<file path="config.mk">
export PLATFORM = sky130hd
export DESIGN_NAME = led_panel_scan_ctrl
export DESIGN_NICKNAME = d
export VERILOG_FILES = /design/src/rtl/led_panel_pkg.sv /design/src/rtl/led_panel_col_shifter.sv /design/src/rtl/led_panel_scan_ctrl.sv
export SDC_FILE = /design/constraint.sdc
export NUM_CORES = 1
export LEC_CHECK = 0
export CAP_MARGIN = 20
export CORE_MARGIN = 5
export CORE_UTILIZATION = 40
export CTS_CLUSTER_DIAMETER = 30
export DETAILED_ROUTE_END_ITERATION = 8
export PLACE_DENSITY = 0.71
export SLEW_MARGIN = 30
export SYNTH_ARGS = -nofsm -noshare
export SYNTH_HDL_FRONTEND = slang
export SYNTH_SLANG_ARGS = --single-unit
</file>
<file path="constraint.sdc">
create_clock -name clk -period 4.4 [get_ports clk]
set_input_delay 0.88 -clock clk [delete_from_list [all_inputs] [get_ports clk]]
set_output_delay 0.88 -clock clk [all_outputs]
set_load 0.01 [all_outputs]
</file>
<file path="src/rtl/led_panel_pkg.sv">
// Shared types and constants for the LED panel scan sequencer.
// Holds the scan state encoding, column phase encoding and panel control defaults.
package led_panel_pkg;

  localparam int ROW_W = 3;

  typedef enum logic [2:0] {
    ST_IDLE,
    ST_FETCH,
    ST_SETUP,
    ST_CLK,
    ST_BLANK,
    ST_ADVANCE,
    ST_LATCH,
    ST_DWELL
  } scan_state_e;

  typedef enum logic [1:0] {
    PH_IDLE,
    PH_FETCH,
    PH_SETUP,
    PH_CLK
  } col_phase_e;

  typedef struct packed {
    logic blank;
    logic latch;
    logic aclk;
    logic arst;
    logic frame;
  } panel_ctl_t;

  // Panel dark, no strobes: used in IDLE and as the reset value.
  localparam panel_ctl_t CTL_IDLE = '{blank: 1'b1, latch: 1'b0, aclk: 1'b0, arst: 1'b0, frame: 1'b0};
  localparam panel_ctl_t CTL_LIT  = '{blank: 1'b0, latch: 1'b0, aclk: 1'b0, arst: 1'b0, frame: 1'b0};

  function automatic logic [ROW_W-1:0] next_row_f(input logic [ROW_W-1:0] ptr,
                                                   input logic [ROW_W-1:0] rowmax);
    return (ptr >= rowmax) ? '0 : ptr + ROW_W'(1);
  endfunction

endpackage

</file>
<file path="src/rtl/led_panel_col_shifter.sv">
// Column engine: FETCH / SETUP / CLK per column, COLS columns per start pulse.
// Data is captured at the end of FETCH and held through SETUP and the sclk-high CLK cycle.
module led_panel_col_shifter
  import led_panel_pkg::*;
#(
  parameter int COLS  = 32,
  parameter int COL_W = 5
) (
  input  logic             clk,
  input  logic             rst_n,
  input  logic             start_i,
  input  logic [2:0]       pix_i,
  output logic             done_o,
  output logic [COL_W-1:0] col_o,
  output logic [2:0]       data_o,
  output logic             sclk_o
);

  col_phase_e       ph_q, ph_d;
  logic [COL_W-1:0] col_q, col_d;
  logic [2:0]       data_q, data_d;
  logic             sclk_q, sclk_d;
  logic             last_col;

  assign last_col = (col_q == COL_W'(COLS - 1));
  assign done_o   = (ph_q == PH_CLK) && last_col;

  always_comb begin
    ph_d   = ph_q;
    col_d  = col_q;
    data_d = data_q;
    case (ph_q)
      PH_IDLE: begin
        if (start_i) begin
          ph_d  = PH_FETCH;
          col_d = '0;
        end
      end
      PH_FETCH: begin
        ph_d   = PH_SETUP;
        data_d = pix_i;
      end
      PH_SETUP: ph_d = PH_CLK;
      PH_CLK: begin
        if (last_col) begin
          // Park at column 0 with data cleared so the row tail and IDLE show zeros.
          ph_d   = PH_IDLE;
          col_d  = '0;
          data_d = '0;
        end else begin
          ph_d  = PH_FETCH;
          col_d = col_q + COL_W'(1);
        end
      end
      default: ph_d = PH_IDLE;
    endcase
    sclk_d = (ph_d == PH_CLK);
  end

  always_ff @(posedge clk or negedge rst_n) begin
    if (!rst_n) begin
      ph_q   <= PH_IDLE;
      col_q  <= '0;
      data_q <= '0;
      sclk_q <= 1'b0;
    end else begin
      ph_q   <= ph_d;
      col_q  <= col_d;
      data_q <= data_d;
      sclk_q <= sclk_d;
    end
  end

  assign col_o  = col_q;
  assign data_o = data_q;
  assign sclk_o = sclk_q;

endmodule

</file>
<file path="src/rtl/led_panel_scan_ctrl.sv">
// Row-slot scheduler for the LED panel: shift a row in, blank, advance address,
// latch, dwell. Outputs are registered from the next-state decode.
module led_panel_scan_ctrl
  import led_panel_pkg::*;
#(
  parameter int COLS      = 32,
  parameter int COL_W     = 5,
  parameter int ON_CYCLES = 64
) (
  input  logic             clk,
  input  logic             reset,
  input  logic             enable,
  input  logic [ROW_W-1:0] rowmax_in,
  input  logic             pix_r,
  input  logic             pix_g,
  input  logic             pix_b,
  output logic [COL_W-1:0] col_out,
  output logic [ROW_W-1:0] row_out,
  output logic             red_out,
  output logic             green_out,
  output logic             blue_out,
  output logic             sclk_out,
  output logic             latch_out,
  output logic             blank_out,
  output logic             aclk_out,
  output logic             arst_out,
  output logic             frame_start_out
);

  localparam int DW_W = (ON_CYCLES > 1) ? $clog2(ON_CYCLES) : 1;

  scan_state_e      state_q, state_d;
  logic [ROW_W-1:0] row_ptr_q, row_ptr_d;
  logic [ROW_W-1:0] next_row_q, next_row_d;
  logic [ROW_W-1:0] next_row_c;
  logic [DW_W-1:0]  dwell_q, dwell_d;
  logic             first_q, first_d;
  panel_ctl_t       ctl_q, ctl_d;
  logic             start;
  logic             shift_done;
  logic             dwell_last;
  logic [2:0]       shift_data;

  assign next_row_c = next_row_f(row_ptr_q, rowmax_in);
  assign dwell_last = (dwell_q == DW_W'(ON_CYCLES - 1));

  always_comb begin
    state_d    = state_q;
    row_ptr_d  = row_ptr_q;
    next_row_d = next_row_q;
    dwell_d    = dwell_q;
    first_d    = first_q;
    start      = 1'b0;
    case (state_q)
      ST_IDLE: begin
        if (enable) begin
          // Pointer starts at the last row so the first slot wraps to row 0.
          state_d    = ST_FETCH;
          row_ptr_d  = rowmax_in;
          next_row_d = '0;
          first_d    = 1'b1;
          start      = 1'b1;
        end
      end
      ST_FETCH:   state_d = ST_SETUP;
      ST_SETUP:   state_d = ST_CLK;
      ST_CLK:     state_d = shift_done ? ST_BLANK : ST_FETCH;
      ST_BLANK:   state_d = ST_ADVANCE;
      ST_ADVANCE: begin
        state_d   = ST_LATCH;
        row_ptr_d = next_row_q;
      end
      ST_LATCH: begin
        state_d = ST_DWELL;
        dwell_d = '0;
        first_d = 1'b0;
      end
      ST_DWELL: begin
        if (dwell_last) begin
          if (enable) begin
            state_d    = ST_FETCH;
            next_row_d = next_row_c;
            start      = 1'b1;
          end else begin
            state_d    = ST_IDLE;
            next_row_d = '0;
          end
        end else begin
          dwell_d = dwell_q + DW_W'(1);
        end
      end
      default: state_d = ST_IDLE;
    endcase

    ctl_d = CTL_IDLE;
    case (state_d)
      // The previous row stays lit while shifting, except on the first slot after IDLE.
      ST_FETCH, ST_SETUP, ST_CLK: ctl_d.blank = first_d;
      ST_ADVANCE: begin
        ctl_d.arst  = (next_row_d == '0);
        ctl_d.frame = (next_row_d == '0);
        ctl_d.aclk  = (next_row_d != '0);
      end
      ST_LATCH: ctl_d.latch = 1'b1;
      ST_DWELL: ctl_d = CTL_LIT;
      default:  ctl_d = CTL_IDLE;
    endcase
  end

  always_ff @(posedge clk or negedge reset) begin
    if (!reset) begin
      state_q    <= ST_IDLE;
      row_ptr_q  <= '0;
      next_row_q <= '0;
      dwell_q    <= '0;
      first_q    <= 1'b0;
      ctl_q      <= CTL_IDLE;
    end else begin
      state_q    <= state_d;
      row_ptr_q  <= row_ptr_d;
      next_row_q <= next_row_d;
      dwell_q    <= dwell_d;
      first_q    <= first_d;
      ctl_q      <= ctl_d;
    end
  end

  led_panel_col_shifter #(
    .COLS  (COLS),
    .COL_W (COL_W)
  ) u_shifter (
    .clk     (clk),
    .rst_n   (reset),
    .start_i (start),
    .pix_i   ({pix_r, pix_g, pix_b}),
    .done_o  (shift_done),
    .col_o   (col_out),
    .data_o  (shift_data),
    .sclk_o  (sclk_out)
  );

  assign row_out         = next_row_q;
  assign red_out         = shift_data[2];
  assign green_out       = shift_data[1];
  assign blue_out        = shift_data[0];
  assign blank_out       = ctl_q.blank;
  assign latch_out       = ctl_q.latch;
  assign aclk_out        = ctl_q.aclk;
  assign arst_out        = ctl_q.arst;
  assign frame_start_out = ctl_q.frame;

endmodule

</file>
Yosys cells after proc, flatten, opt, wreduce, memory -nomap -nowiden
Index checks and enable logic that the tools add are counted.

cells by class
  reduce and logical (&&, ||, !) cells = 14
  multiplexer cells = 30
  $lt $le $gt $ge = 1
  $add $sub $neg = 3
  eq/ne operators = 23

operator list
  operator               number
  $mux W3                10
  $pmux W3 S8            1
  $eq A3 B3 Y1 const B   7
  $pmux W3 S2            3
  $eq A3 B2 Y1 const B   4
  $pmux W6 S2            1
  $mux W5                2
  $pmux W5 S2            1
  $pmux W2 S4            1
  $reduce_and A2 Y1      4
  $reduce_bool A2 Y1     4
  $add A6 B1 Y6 const B  1
  $eq A2 B2 Y1 const B   3
  $eq A3 B1 Y1 const B   2
  $eq A6 B6 Y1 const B   1
  $logic_not A3 Y1       2
  $mux W1                6
  $mux W6                1
  $ne A2 B2 Y1 const B   3
  $pmux W1 S2            3
  $add A5 B1 Y5 const B  1
  $eq A5 B5 Y1 const B   1
  $add A3 B1 Y3 const B  1
  $ge A3 B3 Y1           1
  7 further kinds        7

storage, ports and cells
  bits of input ports = 9
  output and inout port bits = 17
  register bits = 32
  word-level logic and storage cells = 85

Logic depth before layout (Yosys ltp)
  depth after elaboration = 7
  mapped depth = 7
  depth with buffers taken out = 7

Modules after synthesis
From an unflattened synthesis, not the netlist that was laid out.

unflattened totals
  cells, all modules = 168
  area, all modules = 1657.8 um^2

modules (own cells, without submodules)
  module                 instances  cells an instance  area each (um^2)  seq. area each (um^2)
  led_panel_scan_ctrl    1          115                1084.8            501.7
  led_panel_col_shifter  1          53                 573.0             275.3

Worst setup path after synthesis
OpenSTA, ideal clock, no wires.

  path kind = input-to-reg
  start point = input enable
  end point = register u_shifter.col_q[2] (netlist: u_shifter.col_o[2])
  arrival time = 1.845 ns
  slack = 2.429 ns
  cell stages on the path = 4
  required time = 4.274 ns
  buffers on the path = 0
  library setup time = 0.126 ns
  cells stage by stage = nor4b_4 nor2b_2 o2bb2ai_2 a221o_1

on the way
  cells in the longest elaborated chain, start to end = 5

RTL lines
  item                           line                                                  source
  from (decl)                    led_panel_scan_ctrl.sv:12                             input logic enable,
  $mux W1 *                      led_panel_scan_ctrl.sv:56, led_panel_scan_ctrl.sv:80
  $mux W1                        led_panel_scan_ctrl.sv:79                             if (dwell_last) begin
  $pmux W1 S2 *                  led_panel_scan_ctrl.sv:54                             case (state_q)
  $ne A2 B2 Y1 (no line) *       n/a
  $reduce_and A2 Y1 (no line) *  n/a
  to (signal assigned)           led_panel_col_shifter.sv:68                           col_q <= col_d;
  to (decl)                      led_panel_col_shifter.sv:20                           logic [COL_W-1:0] col_q, col_d;

Every way passes the cells marked *; elsewhere a longest branch is shown, timed or not.
A chain may end at the register's enable or synchronous reset.

Worst setup path after layout
Ends and elaborated chain as after synthesis.

==> results.yml <==
drt:
  wirelength_um: 3400
  wire_per_inst_um: 13.6
  post-route-drc-count: 0
  via_count: 1323
  drt_pass1_iterations: 4
  drt_iter0_markers: 58
  antenna_left: 0
  vias_per_cell: 5.31
logic_synthesis:
  ys.flop_type: "dfrtp_1"
  ys_seq_area_share_pct: 45.9
  syn_inst: 170
  syn_area_um2: 1690
  synthArstFlopShare_pct: 100
  synth_nets: 191
  syn_avg_cell_area_um2: 9.97
  synth_edf_count: 0
  synth-seq-cells: 31
  synth_cell_types: 44
  yosysWarnings: 0
setup_path:
  critPathMaxStageDelay_ns: 0.58
  crit_required_ns: 4.56
  cp-end-kind: "register"
  cp_cell_sequence: "clkdlybuf4s50_1 -> nor4b_4 -> nor2b_2 -> o2bb2ai_2 -> a221o_1"
  r2r_cells: 4
  r2r_end: "u_shifter.col_o[2]$_DFFE_PN0P_"
  cp_slowest_cell: "clkdlybuf4s50_1"
  worstPathArrival_ns: 2.61
  worstSetupPathType: "input pin to register"
  critPathLaunchType: "input pin"
  r2r-start: "state_q[0]$_DFF_PN0_"
  r2r_slack_ns: 2.54
  crit_fanout: 7
floorplan:
  placementRows: 23
  die_y_um: 75.1
  core_area_um2: 4060
  die_w_um: 75.1
  io_pins: 26
  start_util_pct: 41.8
  die_area_um2: 5640
cts:
  post-cts-setup-buffer-count: 0
  cts_hold_buf: 0
  clockRootBuffer: "clkbuf_8"
  path_clk_slew_ns: 0.06
  cts-resized-gates: 0
  cts.sinks: 31
  htreeDepth: 2
  clock_latency_ns: 0.28
  cts_buffers: 5
  cts_tree: "done"
  cts.path.max_buffers: 2
placement:
  dp_hpwl_um: 2510
  portBuffers: 25
  place_congestion: 0.845
sta:
  rsz0062_at_grt: "no"
  finClkSkew_ns: 0.00485
  tightest_slew_ns: 0.483
  hold_violations: 0
  period_needed_ns: 2.45
  maxSlewHeadroom_pct: 67.7
  clock.fmax_ghz: 0.408
  final_max_slew_viol_count: 0
  setup_viol: 0
  fin_tns_setup_ns: 0
  fin_crit_sh_pct: 55.7
run_status:
  status: "finished, final reports clean"
final_layout:
  layout-drive-gt1-share_pct: 8.54
  final_cell_mix: "dfrtp_1 (30), clkdlybuf4s50_1 (25), a21oi_1 (17), nand2_1 (14), inv_1 (13)"
  layout_commonest_cell: "dfrtp_1"
  fin_nets: 219
  antenna_cells: 0
  area_delta_synth_final_pct: 21.7
power:
  fin_total_pwr_w: 0.000519
  leakage_nw: 0.871
  power_density_nw_per_um2: 252
  ir_worst_vdd_mv: 0.161
global_routing:
  grt_pass1_vias: 1284
  grt_max_degree: 32
  grt_pass1_wl_um: 5660
  grt.total_usage_pct: 13.3
  gr-total-overflow: 0
  antenna_found_initial: 0
min_path:
  min_to: "u_shifter.data_o[0]$_DFFE_PN0P_"
  holdCritPathClass: "register to register"
  min_path_cells: 2
  hp-start: "u_shifter.data_o[0]$_DFFE_PN0P_"
job:
  cap_violations: 0
critical path: cells and delay by family:
kind / cells / cell delay [ns]
AND/OR/NAND/NOR: 2 / 0.61
AO/OA/AOI/OAI: 2 / 0.54
buffers and inverters: 1 / 0.58
cells in the mapped netlist, types with 3 or more instances:
| library cell | n | area, µm² |
|---|---|---|
| nor2_1 | 12 | 45.0 |
| a21oi_1 | 17 | 85.1 |
| dfrtp_1 | 30 | 751 |
| inv_1 | 13 | 48.8 |
| ha_1 | 12 | 150 |
| and3_1 | 3 | 18.8 |
| nand2b_1 | 3 | 18.8 |
| o21ai_0 | 11 | 55.1 |
| nand3_1 | 7 | 35.0 |
| mux2i_1 | 6 | 60.1 |
| nand2_1 | 14 | 52.6 |
where the power goes:
| group | switching, W | leakage [nW] | internal, W | total (W) |
|---|---|---|---|---|
| clock network | 0.0000985 | 0.0422 | 0.000111 | 0.000209 |
| logic | 0.0000112 | 0.456 | 0.0000116 | 0.0000228 |
| registers | 0.000000925 | 0.372 | 0.000287 | 0.000287 |
| total | 0.000111 | 0.871 | 0.000409 | 0.000519 |
metal layers:
layer	share of wire, %	global-route usage, %	up-vias
li1	-	-	670
met1	47	16.7	622
met2	46	20.5	25
met3	4.7	3.47	6
met4	2.2	7.71	0
met5	0	0	-
metrics by stage:
stage	instances	util, %	hold slack, ns	cell area (µm²)	worst slack (ns)
final	249	50.8	0.501	2060	1.95
after global routing	249	50.8	0.555	2060	1.87
after CTS	249	50.8	0.508	2060	1.96
after detailed placement	241	48.8	0.494	1980	1.66
after global placement	241	48.8	0.484	1980	1.74
after floorplan	170	-	0.488	1690	2.43
how the worst max path moves through the flow:
| stage | from | cells after the start | slack [ns] | end |
|---|---|---|---|---|
| final | enable | 5 | 1.95 | u_shifter.col_o[2]$_DFFE_PN0P_ |
| after global routing | enable | 5 | 1.87 | u_shifter.col_o[2]$_DFFE_PN0P_ |
| after CTS | enable | 5 | 1.96 | u_shifter.col_o[2]$_DFFE_PN0P_ |
| after detailed placement | enable | 5 | 1.66 | u_shifter.col_o[2]$_DFFE_PN0P_ |
| after global placement | enable | 5 | 1.74 | u_shifter.col_o[2]$_DFFE_PN0P_ |
| after floorplan | enable | 4 | 2.43 | u_shifter.col_o[2]$_DFFE_PN0P_ |
layout make-up:
cell class / instances / area [µm²]
tap: 50 / 62.6
sequential: 31 / 777
timing repair buffer: 26 / 258
clock inverter: 1 / 5.00
inverter: 13 / 48.8
clock buffer: 7 / 76.3
fill: 375 / 2000
multi-input combinational: 121 / 835
state kept, by name, summed over array words and instances, names as in the netlist:
name,count
aclk_out,1
arst_out,1
blank_out,1
dwell_q,6
first_q,1
latch_out,1
row_out,3
row_ptr_q,3
state_q,3
u_shifter.col_o,5
u_shifter.data_o,3
u_shifter.ph_q,2
u_shifter.sclk_o,1
kinds of logic after synthesis:
logic type	synth area share [%]
fa+ha+maj	8.86
simple gates	17.3
flops	45.9
mux	4.21
xor+xnor	0.517
buf+inv	4.87
compound gates	18.4
(Power assumes the default switching activity.)
